**src/rtl/task_enqueue.sv**
```systemverilog
// rtl/task_enqueue.sv - host push/pop request admission into per-level task FIFOs
//
// Host side: one request per cycle (i_push or i_pop) tagged with i_treeId.
// The request goes to FIFO (i_treeId mod LEVEL). o_ready reflects that FIFO's
// full flag. The request is admitted when it is valid, ready and legal against
// the per-tree element count. o_err pulses for one cycle after a rejected request.
//
// Ports:
//   i_clk, i_arst_n        clock, asynchronous active-low reset
//   i_push, i_pop          host request strobes (exactly one = valid)
//   i_treeId               target tree
//   i_push_data            payload for pushes
//   o_ready                target FIFO not full
//   o_err                  registered reject pulse
//   i_pop_TaskFIFO         per-FIFO pop from the distributor
//   o_TaskFIFO_data        per-FIFO registered popped task word {type, treeId, data}
//   o_TaskFIFO_empty       per-FIFO empty
//   o_tree_empty           per-tree count == 0
module task_enqueue #(
    parameter int PTW        = 16,
    parameter int MTW        = 16,
    parameter int LEVEL      = 4,
    parameter int TREE_NUM   = 4,
    parameter int FIFO_DEPTH = 8,
    parameter int TREE_CAP   = 15,
    localparam int LEVEL_BITS    = $clog2(LEVEL),
    localparam int TREE_NUM_BITS = $clog2(TREE_NUM),
    localparam int TDB           = PTW + MTW + TREE_NUM_BITS,
    localparam int CNT_BITS      = $clog2(TREE_CAP + 1)
) (
    input  logic                           i_clk,
    input  logic                           i_arst_n,
    input  logic                           i_push,
    input  logic                           i_pop,
    input  logic [TREE_NUM_BITS-1:0]       i_treeId,
    input  logic [PTW+MTW-1:0]             i_push_data,
    output logic                           o_ready,
    output logic                           o_err,
    input  logic [LEVEL-1:0]               i_pop_TaskFIFO,
    output logic [LEVEL-1:0][TDB:0]        o_TaskFIFO_data,
    output logic [LEVEL-1:0]               o_TaskFIFO_empty,
    output logic [TREE_NUM-1:0]            o_tree_empty
);

    localparam int AB = $clog2(FIFO_DEPTH);
    localparam int PB = AB + 1;
    localparam logic [CNT_BITS-1:0] CAP = CNT_BITS'(TREE_CAP);

    logic [LEVEL-1:0]          w_full;
    logic [LEVEL-1:0]          w_empty;
    logic [LEVEL_BITS-1:0]     w_f;
    logic                      w_valid;
    logic                      w_legal;
    logic                      w_accept;
    logic                      w_reject;
    logic [TDB:0]              w_word;
    logic [CNT_BITS-1:0]       w_cnt_sel;

    logic [CNT_BITS-1:0]       r_cnt [TREE_NUM];
    logic                      r_err;

    assign w_f       = i_treeId[LEVEL_BITS-1:0];
    assign w_cnt_sel = r_cnt[i_treeId];
    assign o_ready   = ~w_full[w_f];
    assign w_valid   = i_push ^ i_pop;
    assign w_legal   = i_push ? (w_cnt_sel < CAP) : (w_cnt_sel != '0);
    assign w_accept  = w_valid & o_ready & w_legal;
    // A valid request blocked only by a full FIFO is a stall, not an error.
    assign w_reject  = (i_push & i_pop) | (w_valid & o_ready & ~w_legal);
    assign w_word    = {i_push, i_treeId, (i_push ? i_push_data : {(PTW+MTW){1'b0}})};
    assign o_err     = r_err;
    assign o_TaskFIFO_empty = w_empty;

    always_ff @(posedge i_clk or negedge i_arst_n) begin
        if (!i_arst_n) begin
            r_err <= 1'b0;
            for (int t = 0; t < TREE_NUM; t++) begin
                r_cnt[t] <= '0;
            end
        end else begin
            r_err <= w_reject;
            if (w_accept) begin
                r_cnt[i_treeId] <= i_push ? (w_cnt_sel + CNT_BITS'(1))
                                          : (w_cnt_sel - CNT_BITS'(1));
            end
        end
    end

    genvar g;
    generate
        for (g = 0; g < TREE_NUM; g++) begin : gen_tree
            assign o_tree_empty[g] = (r_cnt[g] == '0);
        end

        for (g = 0; g < LEVEL; g++) begin : gen_fifo
            localparam logic [LEVEL_BITS-1:0] IDX = LEVEL_BITS'(g);

            logic [TDB:0]  r_mem [FIFO_DEPTH];
            logic [PB-1:0] r_wptr;
            logic [PB-1:0] r_rptr;
            logic [TDB:0]  r_data;
            logic          w_wr;
            logic          w_rd;

            assign w_empty[g] = (r_wptr == r_rptr);
            assign w_full[g]  = (r_wptr[PB-1] != r_rptr[PB-1]) &&
                                (r_wptr[AB-1:0] == r_rptr[AB-1:0]);
            assign w_wr = w_accept && (w_f == IDX);
            // Emptiness is judged before this cycle's write, so a pop on an
            // empty FIFO is dropped even when a write lands the same edge.
            assign w_rd = i_pop_TaskFIFO[g] && !w_empty[g];
            assign o_TaskFIFO_data[g] = r_data;

            always_ff @(posedge i_clk) begin
                if (w_wr) begin
                    r_mem[r_wptr[AB-1:0]] <= w_word;
                end
            end

            always_ff @(posedge i_clk or negedge i_arst_n) begin
                if (!i_arst_n) begin
                    r_wptr <= '0;
                    r_rptr <= '0;
                    r_data <= '0;
                end else begin
                    if (w_wr) begin
                        r_wptr <= r_wptr + PB'(1);
                    end
                    if (w_rd) begin
                        r_data <= r_mem[r_rptr[AB-1:0]];
                        r_rptr <= r_rptr + PB'(1);
                    end
                end
            end
        end
    endgenerate

endmodule

```
**config.mk**
```make
export PLATFORM = sky130hd
export DESIGN_NAME = task_enqueue
export DESIGN_NICKNAME = d
export VERILOG_FILES = /design/src/rtl/task_enqueue.sv
export SDC_FILE = /design/constraint.sdc
export NUM_CORES = 1
export LEC_CHECK = 0
export BUFFER_PORTS_ARGS = -buffer_cell sky130_fd_sc_hd__buf_4
export CAP_MARGIN = 20
export CORE_UTILIZATION = 45
export DETAILED_ROUTE_END_ITERATION = 12
export PLACE_DENSITY = 0.62
export RECOVER_POWER = 100
export SETUP_SLACK_MARGIN = 0.2
export SLEW_MARGIN = 20
export SYNTH_ARGS = -nofsm -noshare
export SYNTH_HDL_FRONTEND = slang
export SYNTH_SLANG_ARGS = --single-unit
```
**constraint.sdc**
```tcl
create_clock -name i_clk -period 14.6 [get_ports i_clk]
set_input_delay 0.73 -clock i_clk [delete_from_list [all_inputs] [get_ports i_clk]]
set_output_delay 0.73 -clock i_clk [all_outputs]
set_load 0.01 [all_outputs]
```
## Yosys cells after proc, flatten, opt, wreduce, memory -nomap -nowiden

Memories as Yosys holds them, arrays and structs flattened. A register that Yosys moved wholly into a read port is not among the register bits.
Index checks and enable logic that the tools add are counted.

- Memory bits (writable): 1120
- Bits in registers: 49
- ROM bits: 0
- Latch bits: 0
- Memories: 4

- Add/sub/neg operators: 10
- Reduce and logical (&&, ||, !) cells: 27
- Equality and inequality tests: 15
- Div/mod/pow operators: 0
- Mux-type cells: 19
- Shift-type cells: 0
- Bitwise gates (word level): 9
- $lt $le $gt $ge: 4
- Multiply operators: 0

Memories:

| memory | depth | width | rd ports | clocked after memory_dff | write ports | line | source |
|---|---|---|---|---|---|---|---|
| gen_fifo[0].r_mem | 8 | 35 | 1 | 1 | 1 | 98 | `logic [TDB:0] r_mem [FIFO_DEPTH];` |
| gen_fifo[1].r_mem | 8 | 35 | 1 | 1 | 1 | 98 |  |
| gen_fifo[2].r_mem | 8 | 35 | 1 | 1 | 1 | 98 |  |
| gen_fifo[3].r_mem | 8 | 35 | 1 | 1 | 1 | 98 |  |

Operator list:

| operator | count |
|---|---|
| $add 4x1->4 const B | 9 |
| $mux 32 | 1 |
| $bwmux 16 | 1 |
| $eq 4x4->1 | 4 |
| $logic_not 4->1 | 4 |
| $mux 4 | 4 |
| $logic_and 1x1->1 | 13 |
| $eq 3x3->1 | 4 |
| $mux 1 | 10 |
| $bmux 4 s2 | 1 |
| $demux 4 s2 | 1 |
| $logic_not 1->1 | 8 |
| $and 1x1->1 | 4 |
| $eq 2x2->1 const B | 2 |
| $lt 4x4->1 const B | 1 |
| $ne 1x1->1 | 4 |
| $reduce_bool 4->1 | 1 |
| $sub 4x1->4 const B | 1 |
| $ge 3x3->1 const B | 1 |
| $lt 2x3->1 const B | 1 |
| $lt 3x1->1 const B | 1 |
| $not 2->3 | 1 |
| $bmux 1 s2 | 1 |
| $eq 2x1->1 const B | 1 |
| 4 further kinds | 5 |

## Logic depth before layout (Yosys ltp)

Gate-level depths: netlist (run 1).

- Depth after elaboration: 10
- Gate-level depth with buffers: 8
- Mapped depth without buffers: 6

## Least setup slack after synthesis (run 1)

Ideal clock, no wire load.

- Path kind: input -> register
- From: in i_treeId[0]
- To: mem gen_fifo[0].r_mem[2][0] in the netlist's numbering (enable)
- Cell stages on the path: 7
- Slack: 7.966 ns
- Setup time: 0.528 ns
- Arrival time: 6.106 ns
- Cell sequence: buf_2 mux4_2 and2_4 a221oi_4 nand2_1 buf_4 nor4b_1

- Longest elaborated chain between the ends: 10

Ends and longest elaborated chain:

| element | line | source |
|---|---|---|
| from (decl) | 35 | `input logic [TREE_NUM_BITS-1:0] i_treeId,` |
| $not 2->3 (not written as such) | 63 | `assign w_cnt_sel = r_cnt[i_treeId];` |
| $bmux 4 s2 | 63 |  |
| $mux 4 (not written as such) (2 in a row) | 63 |  |
| $lt 4x4->1 / $reduce_bool 4->1 (equally long branches) | 66 | `assign w_legal = i_push ? (w_cnt_sel < CAP) : (w_cnt_sel != '0);` |
| $mux 1 | 66 |  |
| $and 1x1->1 | 67 | `assign w_accept = w_valid & o_ready & w_legal;` |
| $logic_and 1x1->1 * | 108 | `assign w_wr = w_accept && (w_f == IDX);` |
| $mux 1 * | 115 | `if (w_wr) begin` |
| $mux 1 (not written as such) * | 116 | `r_mem[r_wptr[AB-1:0]] <= w_word;` |
| to (decl) | 98 |  |

Every way passes the cells marked *; elsewhere a longest branch is shown, timed or not. The select of a mux whose other input is x is not followed.

## Final worst setup path (run 1)

- From: reg gen_fifo[3].r_rptr[2]
- To: mem gen_fifo[3].r_mem[1][33] in the netlist's numbering (enable)

- Longest elaborated chain between the ends: 10

Ends and longest elaborated chain:

| element | line | source |
|---|---|---|
| from (decl) | 100 | `logic [PB-1:0] r_rptr;` |
| from (signal assigned) | 131 | `r_rptr <= r_rptr + PB'(1);` |
| $eq 3x3->1 | 107 | `(r_wptr[AB-1:0] == r_rptr[AB-1:0]);` |
| $logic_and 1x1->1 | 106 | `assign w_full[g] = (r_wptr[PB-1] != r_rptr[PB-1]) &&` |
| $bmux 1 s2 | 64 | `assign o_ready = ~w_full[w_f];` |
| $mux 1 (not written as such) | 64 |  |
| $not 1->1 | 64 |  |
| $and 1x1->1 (2 in a row) | 67 |  |
| $logic_and 1x1->1 | 108 |  |
| $mux 1 | 115 |  |
| $mux 1 (not written as such) | 116 |  |
| to (decl) | 98 |  |

No other way between the ends. The select of a mux whose other input is x is not followed.

==> out/results.env, run 1 <==
HOLD_PATH_END='gen_fifo[2].r_rptr[2]'
CTS_ROOT_BUFFER='sky130_fd_sc_hd__clkbuf_16'
CLK_TRANSITION_REPORTED_PATHS_PS=60
ASYNC_FLOP_SHARE=0.144
SYN_AREA_SQ_UM=49600
VDD.IR_DROP.WORST_mV=0.107
SYNTH.AREA.TOP_CELLS='sky130_fd_sc_hd__edfxtp_1 (68%), sky130_fd_sc_hd__mux4_2 (13%), sky130_fd_sc_hd__dfrtp_1 (9.5%)'
CAP_VIOLATIONS=74
PERIOD_MINUS_SLACK_PS=7650
BUFFER_PORTS.INSERTED=191
DETAILEDPLACEMENTHPWL_UM=61400
CRIT_PATH_START_KIND='flop'
DRT_DRC=0
NUMBER_OF_WARNINGS_PRINTED_DURING_YOSYS_SYNTHESIS=0
IO_PINS=192
HOLDCRITPATHCLASS='in -> reg'
FIRST_GLOBAL_VIAS=24000
DRIVE_GT1_FRAC=0.204
SYNTH.TOP_CELLS.BY_COUNT='sky130_fd_sc_hd__edfxtp_1 (1120), sky130_fd_sc_hd__mux4_2 (284), sky130_fd_sc_hd__dfrtp_1 (189), sky130_fd_sc_hd__nand2_1 (152)'
TOP_CELL_TYPE_S_SHARE_OF_SYNTHESIZED_AREA=0.679
FINAL-MAX-SLEW-VIOLATION-COUNT=2820
REPORT.FINAL.HOLD_VIOL_COUNT=0
DR_TOTAL_VIAS=23300
ROW_COUNT=121
SYNTH_EDF_COUNT=1120
YOSYS_REGISTER_BITS=1309
FAILED_CHECKS='max-capacitance violations, max-slew violations'
GRT_MAX_DEGREE=76
CRITPATHMAXFANOUT=73
DIE_AREA_SQ_UM=111000
NETLIST_INSTANCES=2367
SYNTHTOLAYOUTAREAGROWTH_PCT=13.5
HP-START='i_pop_TaskFIFO[2]'
LEAKAGEPOWER_nW=18.8
WORST_R2R_PATH_DEPTH=7
ANT_NETS=0
POST-SYNTH-TOP-COUNT-CELL='sky130_fd_sc_hd__edfxtp_1'
TRACK_USAGE=0.197
RUN_STATUS='finished, violations left'
GP_ROUTABILITY_CONGESTION=0.761
YS_TYPES=42
GRT_PASS1_WL_UM=160000
SETUP-TNS-FINAL_PS=0
TIGHTEST_SLEW_PS=4680
DRT_PASS1_ITERATIONS=5
STARTING_DENSITY_OF_THE_CORE=0.455
SYNTH.NET_COUNT=2421
ROUTED_VIA_DENSITY=5.62
REPORT.POWER.TOTAL_mW=10.8
DRT_ITER0_MARKERS=2121
CTS_SETUP_BUFFERS=0
DRT_WL_TOTAL_UM=109000
LAYOUT_FILLER_CELL_COUNT=8681
POST-ROUTE-PERIOD-UTIL=0.524
CLOCK.FMAX_GHz=0.131
TIMING.CLOCK.SKEW_PS=29.2
GLOBALROUTE.TOTALOVERFLOW=0
GRT_SETUP_UNREPAIRED='false'
SYNTH_LARGEST_AREA_CELL='sky130_fd_sc_hd__edfxtp_1'
CRIT_PATH_END_KIND='flop'
NUMCTSBUFFERS=133
HOLD_PATH_DEPTH=3
NUMCLOCKSINKS=1309
SYNTH_TOP_FLOP_CELL='sky130_fd_sc_hd__edfxtp_1'
CTS.HTREE.LEVELS=4
PATH_CLASS='reg -> reg'
DIEHEIGHT_UM=334
DIE_WIDTH_UM=334
FINALSETUPVIOLATIONS=0
TRITONCTS_CLOCK_TREE='built'
FINALCOREUTILIZATION=0.516
INITIAL_ANTENNA_VIOLATION_COUNT=4
DESTINATION_OF_THE_WORST_REGISTER_TO_REGISTER_TIMING_PATH='gen_fifo[3].r_mem[1][33]'
WORST-ENDPOINT-REQUIRED_PS=14880
CORE_OUTLINE_AREA_SQ_UM=109000
SYNTH-SEQ-AREA-SHARE=0.774
ROUTED_WIRE_LENGTH_PER_INSTANCE_UM=26.2
PLACEDCELLCOUNT=3904
CLK_PATH_BUF_DEPTH=3
CLK_LATENCY_PS=720
WORSTPATHARRIVAL_PS=7930
REGTOREGSETUPSLACK_PS=6950
POWER_PER_CELL_AREA_nW_PER_UM2=192
SYNTH_AREA_PER_CELL_SQ_UM=20.9
RELSLEWSLACK=-2.12
TIMING.RR.START='gen_fifo[3].r_rptr[2]'
DESIGN.FINAL.NETS=2680
INSTANCES_NO_FILL=4141
logic make-up after synthesis:
family,synth area share
flip-flops,0.774
AND/OR/NAND/NOR,0.0247
multiplexers,0.162
buffers and inverters,0.0113
AO/OA/AOI/OAI,0.0174
XOR/XNOR,0.00760
adder cells (fa/ha/maj),0.00318
stage by stage:
step / instance area [sq um] / hold WS (ps) / setup WS, ps
6_report: 56200 / 314 / 6950
5_1_grt: 56200 / 305 / 5410
4_1_cts: 57200 / 266 / 10420
3_5_place_dp: 53000 / 474 / 10310
3_3_place_gp: 53000 / 472 / 10450
2_1_floorplan: 49600 / 434 / 7970
routing by layer:
| layer | global-route usage | wire length, um |
|---|---|---|
| met1 | 0.293 | 48500 |
| met2 | 0.296 | 50000 |
| met3 | 0.0351 | 7360 |
| met4 | 0.0598 | 2700 |
| met5 | 0 | 0 |
state kept, by name (all words and copies together) (netlist names):
register         count
gen_fifo.r_data    140
gen_fifo.r_mem    1120
gen_fifo.r_rptr     16
gen_fifo.r_wptr     16
o_err                1
r_cnt               16
worst max path at each step:
stage	startpoint	to	slack, ps
after floorplan	i_treeId[0]	gen_fifo[0].r_mem[2][0]	7970
after global placement	i_treeId[0]	gen_fifo[0].r_mem[3][16]	10450
after detailed placement	i_treeId[0]	gen_fifo[0].r_mem[3][14]	10310
after CTS	gen_fifo[0].r_rptr[2]	o_ready	10420
after global routing	i_arst_n	gen_fifo[3].r_rptr[0]	5410
final	gen_fifo[3].r_rptr[2]	gen_fifo[3].r_mem[1][33]	6950
report_power, final:
part | internal, mW | leakage [nW] | switching, mW | total [mW]
clock network | 1.93 | 2.03 | 1.34 | 3.28
registers | 4.47 | 12.5 | 0.299 | 4.77
logic | 1.29 | 4.24 | 1.49 | 2.78
total | 7.69 | 18.8 | 3.13 | 10.8
cells in the final DEF, fill, tap and decap left out, types with 2 or more instances in the layout:
cell | netlist | routed
sky130_fd_sc_hd__mux2i_1 | 140 | 140
sky130_fd_sc_hd__mux4_2 | 284 | 284
sky130_fd_sc_hd__clkbuf_1 | 91 | 241
sky130_fd_sc_hd__and2_0 | 0 | 29
sky130_fd_sc_hd__nor4_2 | 0 | 3
sky130_fd_sc_hd__clkbuf_16 | 0 | 137
sky130_fd_sc_hd__clkinvlp_4 | 0 | 4
sky130_fd_sc_hd__a221oi_4 | 2 | 2
sky130_fd_sc_hd__nand2b_1 | 2 | 2
sky130_fd_sc_hd__nor4b_1 | 8 | 8
sky130_fd_sc_hd__dfrtp_2 | 0 | 8
sky130_fd_sc_hd__and3_1 | 5 | 5
sky130_fd_sc_hd__nor2_1 | 7 | 7
sky130_fd_sc_hd__xor2_1 | 16 | 16
sky130_fd_sc_hd__nand2_1 | 152 | 154
sky130_fd_sc_hd__bufinv_16 | 0 | 9
sky130_fd_sc_hd__clkinv_2 | 0 | 10
sky130_fd_sc_hd__nand4b_1 | 2 | 2
sky130_fd_sc_hd__o21ai_0 | 140 | 140
sky130_fd_sc_hd__nor4_1 | 19 | 16
sky130_fd_sc_hd__inv_6 | 0 | 5
sky130_fd_sc_hd__and2_1 | 32 | 3
sky130_fd_sc_hd__edfxtp_1 | 1120 | 1120
sky130_fd_sc_hd__a31oi_1 | 4 | 4
sky130_fd_sc_hd__a21oi_1 | 5 | 5
sky130_fd_sc_hd__or4b_2 | 2 | 2
sky130_fd_sc_hd__inv_1 | 13 | 13
sky130_fd_sc_hd__dfrtp_4 | 0 | 3
sky130_fd_sc_hd__xnor2_1 | 27 | 27
sky130_fd_sc_hd__ha_1 | 11 | 11
sky130_fd_sc_hd__clkbuf_8 | 0 | 11
sky130_fd_sc_hd__nand3_1 | 13 | 13
sky130_fd_sc_hd__buf_4 | 4 | 52
sky130_fd_sc_hd__dfrtp_1 | 189 | 178
sky130_fd_sc_hd__clkinv_1 | 0 | 20
sky130_fd_sc_hd__mux2_2 | 20 | 20
sky130_fd_sc_hd__nor3_1 | 6 | 6
timing repair:
item,CTS,global route
hold buffers,1,0
endpoints found under the hold margin,17,0
setup endpoints to repair,0,0
resized for setup,0,0
final cells by class:
class | count | area (sq um) | area share
Antenna cell | 1 | 2.50 | 0.0000445
Clock inverter | 48 | 469 | 0.00834
Sequential cell | 1309 | 38400 | 0.683
Timing Repair Buffer | 256 | 1160 | 0.0207
Tap cell | 1414 | 1770 | 0.0315
Clock buffer | 187 | 3730 | 0.0663
Inverter | 13 | 48.8 | 0.000868
Multi-Input combinational cell | 913 | 10700 | 0.190
critical path: stages (launching register included):
cell                       delay (ps)
sky130_fd_sc_hd__dfrtp_2          340
sky130_fd_sc_hd__clkbuf_1        3230
sky130_fd_sc_hd__xnor2_1          360
sky130_fd_sc_hd__nand4_1          270
sky130_fd_sc_hd__a31o_1           410
sky130_fd_sc_hd__nand2_1          430
sky130_fd_sc_hd__nor4b_1          380
sky130_fd_sc_hd__clkbuf_1        1700
(Power assumes the default switching activity.)
==> run 2, diff against run 1 <==
- ABC_AREA: not set -> 1
- clock period: 14.6 -> 7.2 ns (I/O delays scaled with it)
==> run 2 against run 1 <==
Net effect: the flow still finishes with violations (max-capacitance violations, max-slew violations); largest cell class unchanged; utilization rose by 0.31 points; synthesized cell count rose by 69%; die area rose by 2.3%; first-iteration DRC count rose by 55%; sequential share of layout area fell by 1.8 points; non-clock buffer count rose by 34.
==> out/results.env, run 2 <==
CLK_TRANSITION_REPORTED_PATHS_PS=60  # about the same
POST-SYNTH-TOP-COUNT-CELL='sky130_fd_sc_hd__edfxtp_1'  # unchanged
RELSLEWSLACK=-1.55  # was -2.12
LEAKAGEPOWER_nW=19.7  # was 18.8 nW
PERIOD_MINUS_SLACK_PS=5790  # was 7650 ps
TIGHTEST_SLEW_PS=3830  # was 4680 ps
GLOBALROUTE.TOTALOVERFLOW=0  # unchanged
ASYNC_FLOP_SHARE=0.144  # unchanged
VDD.IR_DROP.WORST_mV=0.233  # was 0.107 mV
HOLDCRITPATHCLASS='in -> reg'  # unchanged
NUMBER_OF_WARNINGS_PRINTED_DURING_YOSYS_SYNTHESIS=0  # unchanged
INITIAL_ANTENNA_VIOLATION_COUNT=4  # unchanged
DIE_WIDTH_UM=338  # was 334 um
TOP_CELL_TYPE_S_SHARE_OF_SYNTHESIZED_AREA=0.663  # was 0.679
MOST-COMMON-LAYOUT-CELLS='sky130_fd_sc_hd__edfxtp_1 (1120), sky130_fd_sc_hd__nor2_1 (723), sky130_fd_sc_hd__o21ai_0 (565)'  # was sky130_fd_sc_hd__edfxtp_1 (1120), sky130_fd_sc_hd__mux4_2 (284), sky130_fd_sc_hd__clkbuf_1 (241)
TIMING.CLOCK.SKEW_PS=29.2  # about the same
POWER.SWITCHING_FRACTION=0.351  # was 0.289
DRT_DRC=0  # unchanged
WORST_HOLD_SLACK_PS=60.8  # was 314 ps
PATH_CLASS='reg -> reg'  # unchanged
COMBINATIONALPOWERSHARE=0.277  # was 0.257
FINAL.SETUP.WORST_SLACK_PS=1410  # was 6950 ps
YOSYS_REGISTER_BITS=1309  # unchanged
CRIT_END='gen_fifo[2].r_mem[4][0]'  # was gen_fifo[3].r_mem[1][33]
CORE_OUTLINE_AREA_SQ_UM=111000  # was 109000 sq um
SYNTH_TOP_FLOP_CELL='sky130_fd_sc_hd__edfxtp_1'  # unchanged
SYN_AREA_SQ_UM=50700  # was 49600 sq um
CLOCK_POWER_SHARE=0.296  # was 0.303
REPORT.FINAL.HOLD_VIOL_COUNT=0  # unchanged
GRT_SETUP_UNREPAIRED='false'  # unchanged
CTS_ROOT_BUFFER='sky130_fd_sc_hd__clkbuf_16'  # unchanged
WORST-ENDPOINT-REQUIRED_PS=7530  # was 14880 ps
POST-ROUTE-PERIOD-UTIL=0.804  # was 0.524
TRACK_USAGE=0.227  # was 0.197
FINAL_AREA_SQ_UM=57800  # was 56200 sq um
SYNTH-SEQ-AREA-SHARE=0.756  # was 0.774
TIMING.RR.START='gen_fifo[2].r_rptr[0]'  # was gen_fifo[3].r_rptr[2]
CTS.HTREE.LEVELS=4  # unchanged
DESIGN.FINAL.NETS=4212  # was 2680
CRIT_PATH_END_KIND='flop'  # unchanged
PLACEDINSTANCEAREA_SQ_UM=54100  # was 53000 sq um
DESTINATION_OF_THE_WORST_REGISTER_TO_REGISTER_TIMING_PATH='gen_fifo[2].r_mem[4][0]'  # was gen_fifo[3].r_mem[1][33]
DRT_ITER0_MARKERS=3291  # was 2121
DR_TOTAL_VIAS=32000  # was 23300
YS_TYPES=28  # was 42
SYNTH_AREA_PER_CELL_SQ_UM=12.7  # was 20.9 sq um
PWR-SHARE-SEQ=0.427  # was 0.440
NETLIST_INSTANCES=4007  # was 2367
DIEHEIGHT_UM=338  # was 334 um
ANT_NETS=0  # unchanged
DRIVE_GT1_FRAC=0.0761  # was 0.204
CLOCK.FMAX_GHz=0.173  # was 0.131 GHz
REGTOREGSETUPSLACK_PS=1410  # was 6950 ps
WORSTPATHARRIVAL_PS=6120  # was 7930 ps
FINALSETUPVIOLATIONS=0  # unchanged
BUFFER_PORTS.INSERTED=191  # unchanged
GRT_MAX_DEGREE=107  # was 76
DIE_AREA_SQ_UM=114000  # was 111000 sq um
DP_WORST_SLACK_PS=2250  # was 10310 ps
CRITPATHMAXFANOUT=78  # was 73
INTERNAL_POWER_mW=14.8  # was 7.69 mW
GP_ROUTABILITY_CONGESTION=0.843  # was 0.761
FIRST_GLOBAL_VIAS=30800  # was 24000
STARTING_DENSITY_OF_THE_CORE=0.456  # was 0.455
ROUTED_VIA_DENSITY=5.55  # was 5.62
WORST_SETUP_PATH_STARTPOINT='gen_fifo[2].r_rptr[0]'  # was gen_fifo[3].r_rptr[2]
TRITONCTS_CLOCK_TREE='built'  # unchanged
GRT_PASS1_WL_UM=194000  # was 160000 um
LARGEST_REGISTER_FF_COUNT=1120  # unchanged
REPORT.POWER.TOTAL_mW=22.8  # was 10.8 mW
NUMCTSBUFFERS=132  # was 133
SYNTH.NET_COUNT=4061  # was 2421
SETUP-TNS-FINAL_PS=0  # unchanged
WORST_R2R_PATH_DEPTH=10  # was 7
FINAL-MAX-SLEW-VIOLATION-COUNT=1816  # was 2820
DETAILEDPLACEMENTHPWL_UM=71500  # was 61400 um
CLK_PATH_BUF_DEPTH=3  # unchanged
DRT_PASS1_ITERATIONS=5  # unchanged
IO_PINS=192  # unchanged
CAP_VIOLATIONS=50  # was 74
NUMCLOCKSINKS=1309  # unchanged
SYNTHTOLAYOUTAREAGROWTH_PCT=13.8  # was 13.5%
ROW_COUNT=122  # was 121
POWER_PER_CELL_AREA_nW_PER_UM2=394  # was 192 nW/um^2
RUN_STATUS='finished, violations left'  # unchanged
CRIT_PATH_START_KIND='flop'  # unchanged
SYNTH.AREA.TOP_CELLS='sky130_fd_sc_hd__edfxtp_1 (66%), sky130_fd_sc_hd__dfrtp_1 (9.3%), sky130_fd_sc_hd__o21ai_0 (5.6%)'  # was sky130_fd_sc_hd__edfxtp_1 (68%), sky130_fd_sc_hd__mux4_2 (13%), sky130_fd_sc_hd__dfrtp_1 (9.5%)
ROUTED_WIRE_LENGTH_PER_INSTANCE_UM=22.4  # was 26.2 um
SYNTH_EDF_COUNT=1120  # unchanged
DRT_WL_TOTAL_UM=129000  # was 109000 um
FINAL_COMMON_CELL='sky130_fd_sc_hd__edfxtp_1'  # unchanged
POWER_SWITCHING_mW=8.00  # was 3.13 mW
FAILED_CHECKS='max-capacitance violations, max-slew violations'  # unchanged
LAYOUT_FILLER_CELL_COUNT=9459  # was 8681
CLK_LATENCY_PS=740  # was 720 ps
SYNTH.TOP_CELLS.BY_COUNT='sky130_fd_sc_hd__edfxtp_1 (1120), sky130_fd_sc_hd__nor2_1 (747), sky130_fd_sc_hd__o21ai_0 (565), sky130_fd_sc_hd__nand2_1 (490), sky130_fd_sc_hd__o22ai_1 (280)'  # was sky130_fd_sc_hd__edfxtp_1 (1120), sky130_fd_sc_hd__mux4_2 (284), sky130_fd_sc_hd__dfrtp_1 (189), sky130_fd_sc_hd__nand2_1 (152)
SYNTH_LARGEST_AREA_CELL='sky130_fd_sc_hd__edfxtp_1'  # unchanged
## run 2: layout make-up
class	instances	area, sq um	share of cell area
multi-input cells	2338	11100	0.193
well taps	1488	1860	0.0322
inverters	87	333	0.00576
clock inverters	57	554	0.00960
repair buffers	290	1800	0.0311
flip-flops and latches	1309	38400	0.665
diodes	4	10.0	0.000173
clock buffers	189	3690	0.0639
## run 2: worst min-delay path by stage
stage	start	endpoint	slack (ps)	depth (start not counted)
6_report	i_pop_TaskFIFO[0]	gen_fifo[0].r_rptr[0]	60	3
3_3_place_gp	gen_fifo[2].r_wptr[3]	gen_fifo[2].r_wptr[3]	480	2
5_1_grt	i_pop_TaskFIFO[0]	gen_fifo[0].r_rptr[0]	30	3
3_5_place_dp	i_arst_n	gen_fifo[2].r_data[2]	490	1
2_1_floorplan	i_arst_n	gen_fifo[0].r_data[0]	60	0
4_1_cts	i_pop_TaskFIFO[0]	gen_fifo[0].r_rptr[0]	20	3
## run 2: kinds of logic (layout without fill, tap and decap cells)
logic type / count (synthesis) / in the layout / share of synthesized area
compound gates: 989 / 989 / 0.108
flops: 1309 / 1309 / 0.756
other cells: 0 / 4 / 0
fa+ha+maj: 12 / 12 / 0.00311
buf+inv: 360 / 623 / 0.0277
simple gates: 1312 / 1312 / 0.101
xor+xnor: 25 / 25 / 0.00432
## run 2: power by group through the flow
stage	clock, mW	sequential [mW]	combinational (mW)
after floorplan	0	9.56	4.31
after global placement	0	9.90	6.56
after detailed placement	0	9.90	6.65
after CTS	6.84	9.75	6.68
after global routing	7.13	9.83	7.06
final	6.73	9.73	6.31
## run 2: timing repair
action	CTS	global route
hold endpoints to repair	84	0
setup buffers	0	0
gates resized for setup	0	0
hold buffers	4	0
setup endpoints to repair	0	0
## run 2: layer usage
| layer | vias to the layer above | GRT usage | wire length [um] |
|---|---|---|---|
| met4 | 0 | 0.0625 | 2660 |
| li1 | 14800 | - | - |
| met2 | 1063 | 0.372 | 62800 |
| met5 | - | 0 | 0 |
| met1 | 15900 | 0.318 | 55400 |
| met3 | 136 | 0.0336 | 8510 |
## run 2: worst max-delay path, stage by stage, from the launching register on
cell and delay [ps]:
sky130_fd_sc_hd__dfrtp_1 2000, sky130_fd_sc_hd__xnor2_1 300, sky130_fd_sc_hd__nand4_1 200, sky130_fd_sc_hd__nand2_1 60
sky130_fd_sc_hd__nand2_1 120, sky130_fd_sc_hd__nor2_1 90, sky130_fd_sc_hd__nor2_4 350, sky130_fd_sc_hd__buf_4 290
sky130_fd_sc_hd__nand4_1 340, sky130_fd_sc_hd__nor2_4 640, sky130_fd_sc_hd__clkbuf_1 950
## run 2: through the flow
step           cells   util
4_1_cts         5750  0.524
3_5_place_dp    5500  0.486
6_report        5762  0.519
2_1_floorplan   4007      -
3_3_place_gp    5488  0.483
5_1_grt         5758  0.519
